### config.mk
export PLATFORM = sky130hd
export DESIGN_NAME = ctrl_pipe_flat
export DESIGN_NICKNAME = d
export VERILOG_FILES = /design/src/rtl/ctrl_pipe_pkg.sv /design/src/rtl/ctrl_pipe_if.sv /design/src/rtl/ctrl_pipe_hazard.sv /design/src/rtl/ctrl_pipe.sv /design/src/flat_wrapper.sv
export SDC_FILE = /design/constraint.sdc
export NUM_CORES = 1
export LEC_CHECK = 0
export BUFFER_PORTS_ARGS = -buffer_cell sky130_fd_sc_hd__buf_2
export CAP_MARGIN = 5
export CORE_MARGIN = 4
export CORE_UTILIZATION = 48
export DETAILED_ROUTE_END_ITERATION = 10
export HOLD_SLACK_MARGIN = 0.12
export PLACE_DENSITY = 0.86
export SYNTH_ARGS = -nofsm -noshare
export SYNTH_HDL_FRONTEND = slang
export SYNTH_SLANG_ARGS = --single-unit
### constraint.sdc
create_clock -name clk -period 4.3 [get_ports clk]
set_input_delay 1.29 -clock clk [delete_from_list [all_inputs] [get_ports clk]]
set_output_delay 1.29 -clock clk [all_outputs]
set_load 0.01 [all_outputs]
### src/rtl/ctrl_pipe_pkg.sv
// ctrl_pipe_pkg: shared types for the MIPS control pipeline (stage bundles, selects, forwarding helper).
package mips_decls_p;
    localparam int REGW = 5;
    typedef logic [REGW-1:0] regaddr_t;
    typedef enum logic [1:0] {MTR_ALU = 2'b00, MTR_MEM = 2'b01, MTR_PC4 = 2'b10} memtoreg_t;
    typedef enum logic [1:0] {FWD_RF = 2'b00, FWD_WB = 2'b01, FWD_MEM = 2'b10} fwd_sel_t;
    typedef struct packed {
        memtoreg_t  memtoreg;
        logic       memwrite;
        logic       regwrite;
        logic       alusrc;
        logic       regdst;
        logic       branch;
        logic       jump_r;
        logic [2:0] alucontrol;
        regaddr_t   rs;
        regaddr_t   rt;
        regaddr_t   rd;
    } ctrl_e_t;
    typedef struct packed {
        memtoreg_t memtoreg;
        logic      memwrite;
        logic      regwrite;
        regaddr_t  writereg;
    } ctrl_m_t;
    typedef struct packed {
        memtoreg_t memtoreg;
        logic      regwrite;
        regaddr_t  writereg;
    } ctrl_w_t;
    // Memory stage wins over Writeback; register 0 is hardwired and never forwards.
    function automatic fwd_sel_t fwd_sel(regaddr_t src, logic rw_m, regaddr_t wr_m, logic rw_w, regaddr_t wr_w);
        return (rw_m && wr_m != '0 && wr_m == src) ? FWD_MEM :
               (rw_w && wr_w != '0 && wr_w == src) ? FWD_WB : FWD_RF;
    endfunction
endpackage

### src/rtl/ctrl_pipe_if.sv
// ctrl_pipe_if: decode-side control bundle in, per-stage controls and hazard selects out.
interface ctrl_pipe_if #(parameter int REGW = 5, parameter int CNTW = 32);
    logic [1:0]      memtoreg_d;
    logic            memwrite_d, regwrite_d, alusrc_d, regdst_d, branch_d, jump_r_d;
    logic [2:0]      alucontrol_d;
    logic [REGW-1:0] rs_d, rt_d, rd_d;
    logic            zero_e;
    logic            alusrc_e, regdst_e;
    logic [2:0]      alucontrol_e;
    logic [REGW-1:0] writereg_e, writereg_m, writereg_w;
    logic            memwrite_m, regwrite_m;
    logic [1:0]      memtoreg_m;
    logic            regwrite_w;
    logic [1:0]      memtoreg_w;
    logic            pcsrc_e, jump_r_e;
    logic            stall_f, stall_d, flush_d;
    logic [1:0]      forward_a_e, forward_b_e;
    logic [CNTW-1:0] stall_cnt, flush_cnt;
    modport master (
        output memtoreg_d, memwrite_d, regwrite_d, alusrc_d, regdst_d, branch_d, jump_r_d,
               alucontrol_d, rs_d, rt_d, rd_d, zero_e,
        input  alusrc_e, regdst_e, alucontrol_e, writereg_e, writereg_m, writereg_w,
               memwrite_m, regwrite_m, memtoreg_m, regwrite_w, memtoreg_w, pcsrc_e, jump_r_e,
               stall_f, stall_d, flush_d, forward_a_e, forward_b_e, stall_cnt, flush_cnt
    );
    modport slave (
        input  memtoreg_d, memwrite_d, regwrite_d, alusrc_d, regdst_d, branch_d, jump_r_d,
               alucontrol_d, rs_d, rt_d, rd_d, zero_e,
        output alusrc_e, regdst_e, alucontrol_e, writereg_e, writereg_m, writereg_w,
               memwrite_m, regwrite_m, memtoreg_m, regwrite_w, memtoreg_w, pcsrc_e, jump_r_e,
               stall_f, stall_d, flush_d, forward_a_e, forward_b_e, stall_cnt, flush_cnt
    );
endinterface

### src/rtl/ctrl_pipe_hazard.sv
// ctrl_hazard: combinational branch resolution, load-use stall and ALU-operand forwarding selects.
module ctrl_hazard
    import mips_decls_p::*;
(
    input  memtoreg_t memtoreg_e,
    input  logic      regwrite_e,
    input  logic      branch_e,
    input  logic      jump_r_e,
    input  logic      zero_e,
    input  regaddr_t  writereg_e,
    input  regaddr_t  rs_e,
    input  regaddr_t  rt_e,
    input  regaddr_t  rs_d,
    input  regaddr_t  rt_d,
    input  logic      regwrite_m,
    input  regaddr_t  writereg_m,
    input  logic      regwrite_w,
    input  regaddr_t  writereg_w,
    output logic      pcsrc,
    output logic      flush,
    output logic      stall,
    output logic      bubble,
    output fwd_sel_t  fwd_a,
    output fwd_sel_t  fwd_b
);
    logic lwstall;
    assign pcsrc   = branch_e & zero_e;
    assign flush   = pcsrc | jump_r_e;
    assign lwstall = (memtoreg_e == MTR_MEM) & regwrite_e & (writereg_e != '0) &
                     ((writereg_e == rs_d) | (writereg_e == rt_d));
    // A redirect kills the D instruction, so holding it would be pointless.
    assign stall   = lwstall & ~flush;
    assign bubble  = lwstall | flush;
    assign fwd_a   = fwd_sel(rs_e, regwrite_m, writereg_m, regwrite_w, writereg_w);
    assign fwd_b   = fwd_sel(rt_e, regwrite_m, writereg_m, regwrite_w, writereg_w);
endmodule

### src/rtl/ctrl_pipe.sv
// ctrl_pipe: E/M/W control pipeline registers with hazard unit for the 5-stage MIPS datapath.
// Optional stall/flush performance counters are built when CTRL_PIPE_PERF_CNT_EN is defined.
module ctrl_pipe
    import mips_decls_p::*;
#(
    parameter int REGW = 5,
    parameter int CNTW = 32
) (
    input  logic       clk,
    input  logic       reset_n,
    ctrl_pipe_if.slave bus
);
    ctrl_e_t         e, e_d;
    ctrl_m_t         m;
    ctrl_w_t         w;
    logic [REGW-1:0] writereg_e;
    logic            pcsrc, flush, stall, bubble;
    fwd_sel_t        fwd_a, fwd_b;
    assign e_d = '{memtoreg: memtoreg_t'(bus.memtoreg_d), memwrite: bus.memwrite_d,
                   regwrite: bus.regwrite_d, alusrc: bus.alusrc_d, regdst: bus.regdst_d,
                   branch: bus.branch_d, jump_r: bus.jump_r_d, alucontrol: bus.alucontrol_d,
                   rs: bus.rs_d, rt: bus.rt_d, rd: bus.rd_d};
    assign writereg_e = e.regdst ? e.rd : e.rt;
    always_ff @(posedge clk) begin
        if (!reset_n) begin
            e <= '0;
            m <= '0;
            w <= '0;
        end else begin
            e <= bubble ? '0 : e_d;
            m <= '{memtoreg: e.memtoreg, memwrite: e.memwrite, regwrite: e.regwrite, writereg: writereg_e};
            w <= '{memtoreg: m.memtoreg, regwrite: m.regwrite, writereg: m.writereg};
        end
    end
    ctrl_hazard u_hazard (
        .memtoreg_e (e.memtoreg),
        .regwrite_e (e.regwrite),
        .branch_e   (e.branch),
        .jump_r_e   (e.jump_r),
        .zero_e     (bus.zero_e),
        .writereg_e (writereg_e),
        .rs_e       (e.rs),
        .rt_e       (e.rt),
        .rs_d       (bus.rs_d),
        .rt_d       (bus.rt_d),
        .regwrite_m (m.regwrite),
        .writereg_m (m.writereg),
        .regwrite_w (w.regwrite),
        .writereg_w (w.writereg),
        .pcsrc      (pcsrc),
        .flush      (flush),
        .stall      (stall),
        .bubble     (bubble),
        .fwd_a      (fwd_a),
        .fwd_b      (fwd_b)
    );
    assign bus.alusrc_e     = e.alusrc;
    assign bus.regdst_e     = e.regdst;
    assign bus.alucontrol_e = e.alucontrol;
    assign bus.writereg_e   = writereg_e;
    assign bus.memwrite_m   = m.memwrite;
    assign bus.regwrite_m   = m.regwrite;
    assign bus.memtoreg_m   = m.memtoreg;
    assign bus.writereg_m   = m.writereg;
    assign bus.regwrite_w   = w.regwrite;
    assign bus.memtoreg_w   = w.memtoreg;
    assign bus.writereg_w   = w.writereg;
    assign bus.pcsrc_e      = pcsrc;
    assign bus.jump_r_e     = e.jump_r;
    assign bus.stall_f      = stall;
    assign bus.stall_d      = stall;
    assign bus.flush_d      = flush;
    assign bus.forward_a_e  = fwd_a;
    assign bus.forward_b_e  = fwd_b;
`ifdef CTRL_PIPE_PERF_CNT_EN
    logic [CNTW-1:0] stall_cnt, flush_cnt;
    always_ff @(posedge clk) begin
        if (!reset_n) begin
            stall_cnt <= '0;
            flush_cnt <= '0;
        end else begin
            stall_cnt <= stall_cnt + CNTW'(stall);
            flush_cnt <= flush_cnt + CNTW'(flush);
        end
    end
    assign bus.stall_cnt = stall_cnt;
    assign bus.flush_cnt = flush_cnt;
`else
    assign bus.stall_cnt = {CNTW{1'b0}};
    assign bus.flush_cnt = {CNTW{1'b0}};
`endif
endmodule

### src/flat_wrapper.sv
// flat-port wrapper written by rule: the top's interface ports become plain ports
module ctrl_pipe_flat import mips_decls_p::*;
#(
    parameter int REGW = 5,
    parameter int CNTW = 32
)
  (clk, reset_n, bus_memtoreg_d, bus_memwrite_d, bus_regwrite_d, bus_alusrc_d, bus_regdst_d, bus_branch_d, bus_jump_r_d, bus_alucontrol_d, bus_rs_d, bus_rt_d, bus_rd_d, bus_zero_e, bus_alusrc_e, bus_regdst_e, bus_alucontrol_e, bus_writereg_e, bus_writereg_m, bus_writereg_w, bus_memwrite_m, bus_regwrite_m, bus_memtoreg_m, bus_regwrite_w, bus_memtoreg_w, bus_pcsrc_e, bus_jump_r_e, bus_stall_f, bus_stall_d, bus_flush_d, bus_forward_a_e, bus_forward_b_e, bus_stall_cnt, bus_flush_cnt);
  ctrl_pipe_if #(.REGW(REGW), .CNTW(CNTW)) bus_i ();
  input  logic clk;
  input  logic reset_n;
  input wire logic [$bits(bus_i.memtoreg_d)-1:0] bus_memtoreg_d;
  input wire logic [$bits(bus_i.memwrite_d)-1:0] bus_memwrite_d;
  input wire logic [$bits(bus_i.regwrite_d)-1:0] bus_regwrite_d;
  input wire logic [$bits(bus_i.alusrc_d)-1:0] bus_alusrc_d;
  input wire logic [$bits(bus_i.regdst_d)-1:0] bus_regdst_d;
  input wire logic [$bits(bus_i.branch_d)-1:0] bus_branch_d;
  input wire logic [$bits(bus_i.jump_r_d)-1:0] bus_jump_r_d;
  input wire logic [$bits(bus_i.alucontrol_d)-1:0] bus_alucontrol_d;
  input wire logic [$bits(bus_i.rs_d)-1:0] bus_rs_d;
  input wire logic [$bits(bus_i.rt_d)-1:0] bus_rt_d;
  input wire logic [$bits(bus_i.rd_d)-1:0] bus_rd_d;
  input wire logic [$bits(bus_i.zero_e)-1:0] bus_zero_e;
  output wire logic [$bits(bus_i.alusrc_e)-1:0] bus_alusrc_e;
  output wire logic [$bits(bus_i.regdst_e)-1:0] bus_regdst_e;
  output wire logic [$bits(bus_i.alucontrol_e)-1:0] bus_alucontrol_e;
  output wire logic [$bits(bus_i.writereg_e)-1:0] bus_writereg_e;
  output wire logic [$bits(bus_i.writereg_m)-1:0] bus_writereg_m;
  output wire logic [$bits(bus_i.writereg_w)-1:0] bus_writereg_w;
  output wire logic [$bits(bus_i.memwrite_m)-1:0] bus_memwrite_m;
  output wire logic [$bits(bus_i.regwrite_m)-1:0] bus_regwrite_m;
  output wire logic [$bits(bus_i.memtoreg_m)-1:0] bus_memtoreg_m;
  output wire logic [$bits(bus_i.regwrite_w)-1:0] bus_regwrite_w;
  output wire logic [$bits(bus_i.memtoreg_w)-1:0] bus_memtoreg_w;
  output wire logic [$bits(bus_i.pcsrc_e)-1:0] bus_pcsrc_e;
  output wire logic [$bits(bus_i.jump_r_e)-1:0] bus_jump_r_e;
  output wire logic [$bits(bus_i.stall_f)-1:0] bus_stall_f;
  output wire logic [$bits(bus_i.stall_d)-1:0] bus_stall_d;
  output wire logic [$bits(bus_i.flush_d)-1:0] bus_flush_d;
  output wire logic [$bits(bus_i.forward_a_e)-1:0] bus_forward_a_e;
  output wire logic [$bits(bus_i.forward_b_e)-1:0] bus_forward_b_e;
  output wire logic [$bits(bus_i.stall_cnt)-1:0] bus_stall_cnt;
  output wire logic [$bits(bus_i.flush_cnt)-1:0] bus_flush_cnt;
  assign bus_i.memtoreg_d = bus_memtoreg_d;
  assign bus_i.memwrite_d = bus_memwrite_d;
  assign bus_i.regwrite_d = bus_regwrite_d;
  assign bus_i.alusrc_d = bus_alusrc_d;
  assign bus_i.regdst_d = bus_regdst_d;
  assign bus_i.branch_d = bus_branch_d;
  assign bus_i.jump_r_d = bus_jump_r_d;
  assign bus_i.alucontrol_d = bus_alucontrol_d;
  assign bus_i.rs_d = bus_rs_d;
  assign bus_i.rt_d = bus_rt_d;
  assign bus_i.rd_d = bus_rd_d;
  assign bus_i.zero_e = bus_zero_e;
  assign bus_alusrc_e = bus_i.alusrc_e;
  assign bus_regdst_e = bus_i.regdst_e;
  assign bus_alucontrol_e = bus_i.alucontrol_e;
  assign bus_writereg_e = bus_i.writereg_e;
  assign bus_writereg_m = bus_i.writereg_m;
  assign bus_writereg_w = bus_i.writereg_w;
  assign bus_memwrite_m = bus_i.memwrite_m;
  assign bus_regwrite_m = bus_i.regwrite_m;
  assign bus_memtoreg_m = bus_i.memtoreg_m;
  assign bus_regwrite_w = bus_i.regwrite_w;
  assign bus_memtoreg_w = bus_i.memtoreg_w;
  assign bus_pcsrc_e = bus_i.pcsrc_e;
  assign bus_jump_r_e = bus_i.jump_r_e;
  assign bus_stall_f = bus_i.stall_f;
  assign bus_stall_d = bus_i.stall_d;
  assign bus_flush_d = bus_i.flush_d;
  assign bus_forward_a_e = bus_i.forward_a_e;
  assign bus_forward_b_e = bus_i.forward_b_e;
  assign bus_stall_cnt = bus_i.stall_cnt;
  assign bus_flush_cnt = bus_i.flush_cnt;
  ctrl_pipe #(.REGW(REGW), .CNTW(CNTW)) u_core (.clk(clk), .reset_n(reset_n), .bus(bus_i));
endmodule
==> qor.yml <==
outcome: "complete, no violations"
io_pins: 129
grt_pass1_wl_um: 7380
seq_area_frac_synth: 0.375
synth_edf_count: 0
rsz0062_at_grt: "false"
dp_hpwl_um: 3670
cp-start-kind: "input pin"
post-route-min-period_ps: 3720
fin_setup_tns_ps: 0
fmax_mhz: 269
setup_viol_count_final: 0
drt_first_pass_iters: 4
place_area_um2: 2370
synth_top_family_by_area: "buffers and inverters"
synth-simple-area-share: 0.196
rows: 24
antenna_found_initial: 0
min_path_type: "reg2reg"
cts_tree: "done"
placed_cells: 359
cts_sinks: 43
wl_per_cell_um: 12.9
ys_ff_latch: 43
slew_violations: 0
synthCells: 256
end_kind: "output port"
layout_common_cells: "64 x conb_1, 64 x buf_2, 43 x dfxtp_1"
core_area_um2: 4470
r2r_slack_ps: 1950
p_leak_nw: 1.36
required_ps: 3010
io_buffers: 64
drive_gt1_frac: 0.254
synth_compound_area_frac: 0.0136
cp.arrival_ps: 2430
slew_headroom: 0.564
synthArstFlopShare: 0
hold_buffers: 0
cts_buffer_depth: 2
globalplace.congestion: 0.827
syn_area_um2: 2290
chipHeight_um: 77.1
cts_root_buffer: "clkbuf_8"
stdcell_count: 367
grt_max_degree: 44
synthDistinctLibCells: 22
layout.nets: 343
start_util: 0.513
grt_most_used_layer: "met2"
synth-warning-count: 0
dieArea_um2: 5950
synthMuxAreaShare: 0.0436
synth_top_flop_cell: "dfxtp_1"
vdd_ir_drop_max_mv: 0.235
worst_pin_slew_ps: 654
numCtsBuffers: 5
cp_max_fo: 2
power_density_nw_per_um2: 362
areaGrowthSynthToFinish_pct: 8.46
diodes: 0
hp-start: "u_core.e[23]$_SDFF_PP0_"
chipWidth_um: 77.1
viasPerCell: 4.45
grt_use_total: 0.157
drt_iter0_drc: 91
antenna_left: 0
vias: 1633
post-route-period-util: 0.865
postCtsSetupBuffers: 0
drc: 0
nFillCells: 438
crit_path_start: "bus_rs_d[0]"
overflow: 0
use_met3: 0.0550
timing.rr.start: "u_core.bus.regdst_e$_SDFF_PP0_"
clock_skew_ps: 3.33
synthAdderAreaFrac: 0
criticalPathCategory: "in2out"
avgSynthCellArea_um2: 8.96
wl_um: 4730
synth_xor_area_frac: 0.115
maxCapViolCount: 0
cts_max_level: 2
fin_area_um2: 2490
clkTransAtPathRegs_ps: 70
grtUsageMet1: 0.191
grt_pass1_vias: 1507
hold_violations: 0
cts-resized-gates: 0
clock_latency_ps: 290
grt_util_met2: 0.258
==> registers in the layout, summed over array words and instances (netlist names) <==
signal,cells
u_core.bus.alucontrol_e,3
u_core.bus.alusrc_e,1
u_core.bus.jump_r_e,1
u_core.bus.memtoreg_m,2
u_core.bus.memtoreg_w,2
u_core.bus.memwrite_m,1
u_core.bus.regdst_e,1
u_core.bus.regwrite_m,1
u_core.bus.regwrite_w,1
u_core.bus.writereg_m,5
u_core.bus.writereg_w,5
u_core.e,20
==> worst paths after layout <==
check,to,cells past startpoint
worst max register to register,u_core.e[22]$_SDFF_PP0_,7
worst max-delay path,bus_stall_f,7
worst min-delay path,u_core.bus.memwrite_m$_SDFF_PN0_,1
worst min register to register,u_core.bus.memwrite_m$_SDFF_PN0_,1
==> logic make-up (layout without fill, tap and decap cells) <==
logic type	after synthesis	after routing
simple gates	89	89
xor+xnor	30	30
buf+inv	84	80
compound gates	4	4
mux	5	5
flops	43	43
other cells	1	64
==> worst max-delay path, stage by stage <==
cell and delay [ps]:
buf_2 120, xnor2_1 120, nor3_1 270, nand3_1 170, a21oi_4 180, and2_1 150, buf_2 130
==> cell type report <==
type                            instances  area [µm²]  area share
Clock inverter                          2        35.0      0.0141
Timing Repair Buffer                   66         335       0.135
Clock buffer                            6        82.6      0.0332
Inverter                                6        22.5     0.00905
Multi-Input combinational cell        192        1090       0.437
Tap cell                               52        65.1      0.0262
Sequential cell                        43         861       0.346
==> report_power, final <==
part	switching (mW)	internal [mW]	total, mW
sequential	0.0204	0.419	0.440
combinational	0.0855	0.0555	0.141
clock	0.132	0.188	0.320
total	0.238	0.663	0.900
==> Yosys cell counts (4+ instances only) <==
cell | n | area share
nor4_1 | 4 | 0.011
nor2_1 | 28 | 0.046
xnor2_1 | 12 | 0.046
buf_4 | 70 | 0.23
xor2_1 | 18 | 0.069
inv_1 | 6 | 0.0098
mux2i_4 | 4 | 0.039
or4_1 | 4 | 0.013
dfxtp_1 | 43 | 0.38
clkbuf_1 | 7 | 0.011
nor2b_1 | 5 | 0.014
and2_1 | 14 | 0.038
nand3_1 | 30 | 0.065
==> metal layers <==
layer	vias up	routed length, µm
li1	800	-
met1	748	1910
met2	76	2320
met3	9	432
met4	0	67
met5	-	0
==> metrics by stage <==
step / setup WS, ps / hold slack [ps] / power (mW) / utilization
CTS: 578 / 439 / 0.911 / 0.556
detailed placement: 615 / 421 / 0.590 / 0.530
global route: 437 / 476 / 0.951 / 0.556
finish: 582 / 435 / 0.900 / 0.556
floorplan: 531 / 412 / 0.590 / -
global placement: 595 / 422 / 0.586 / 0.530
(Power assumes the default switching activity.)
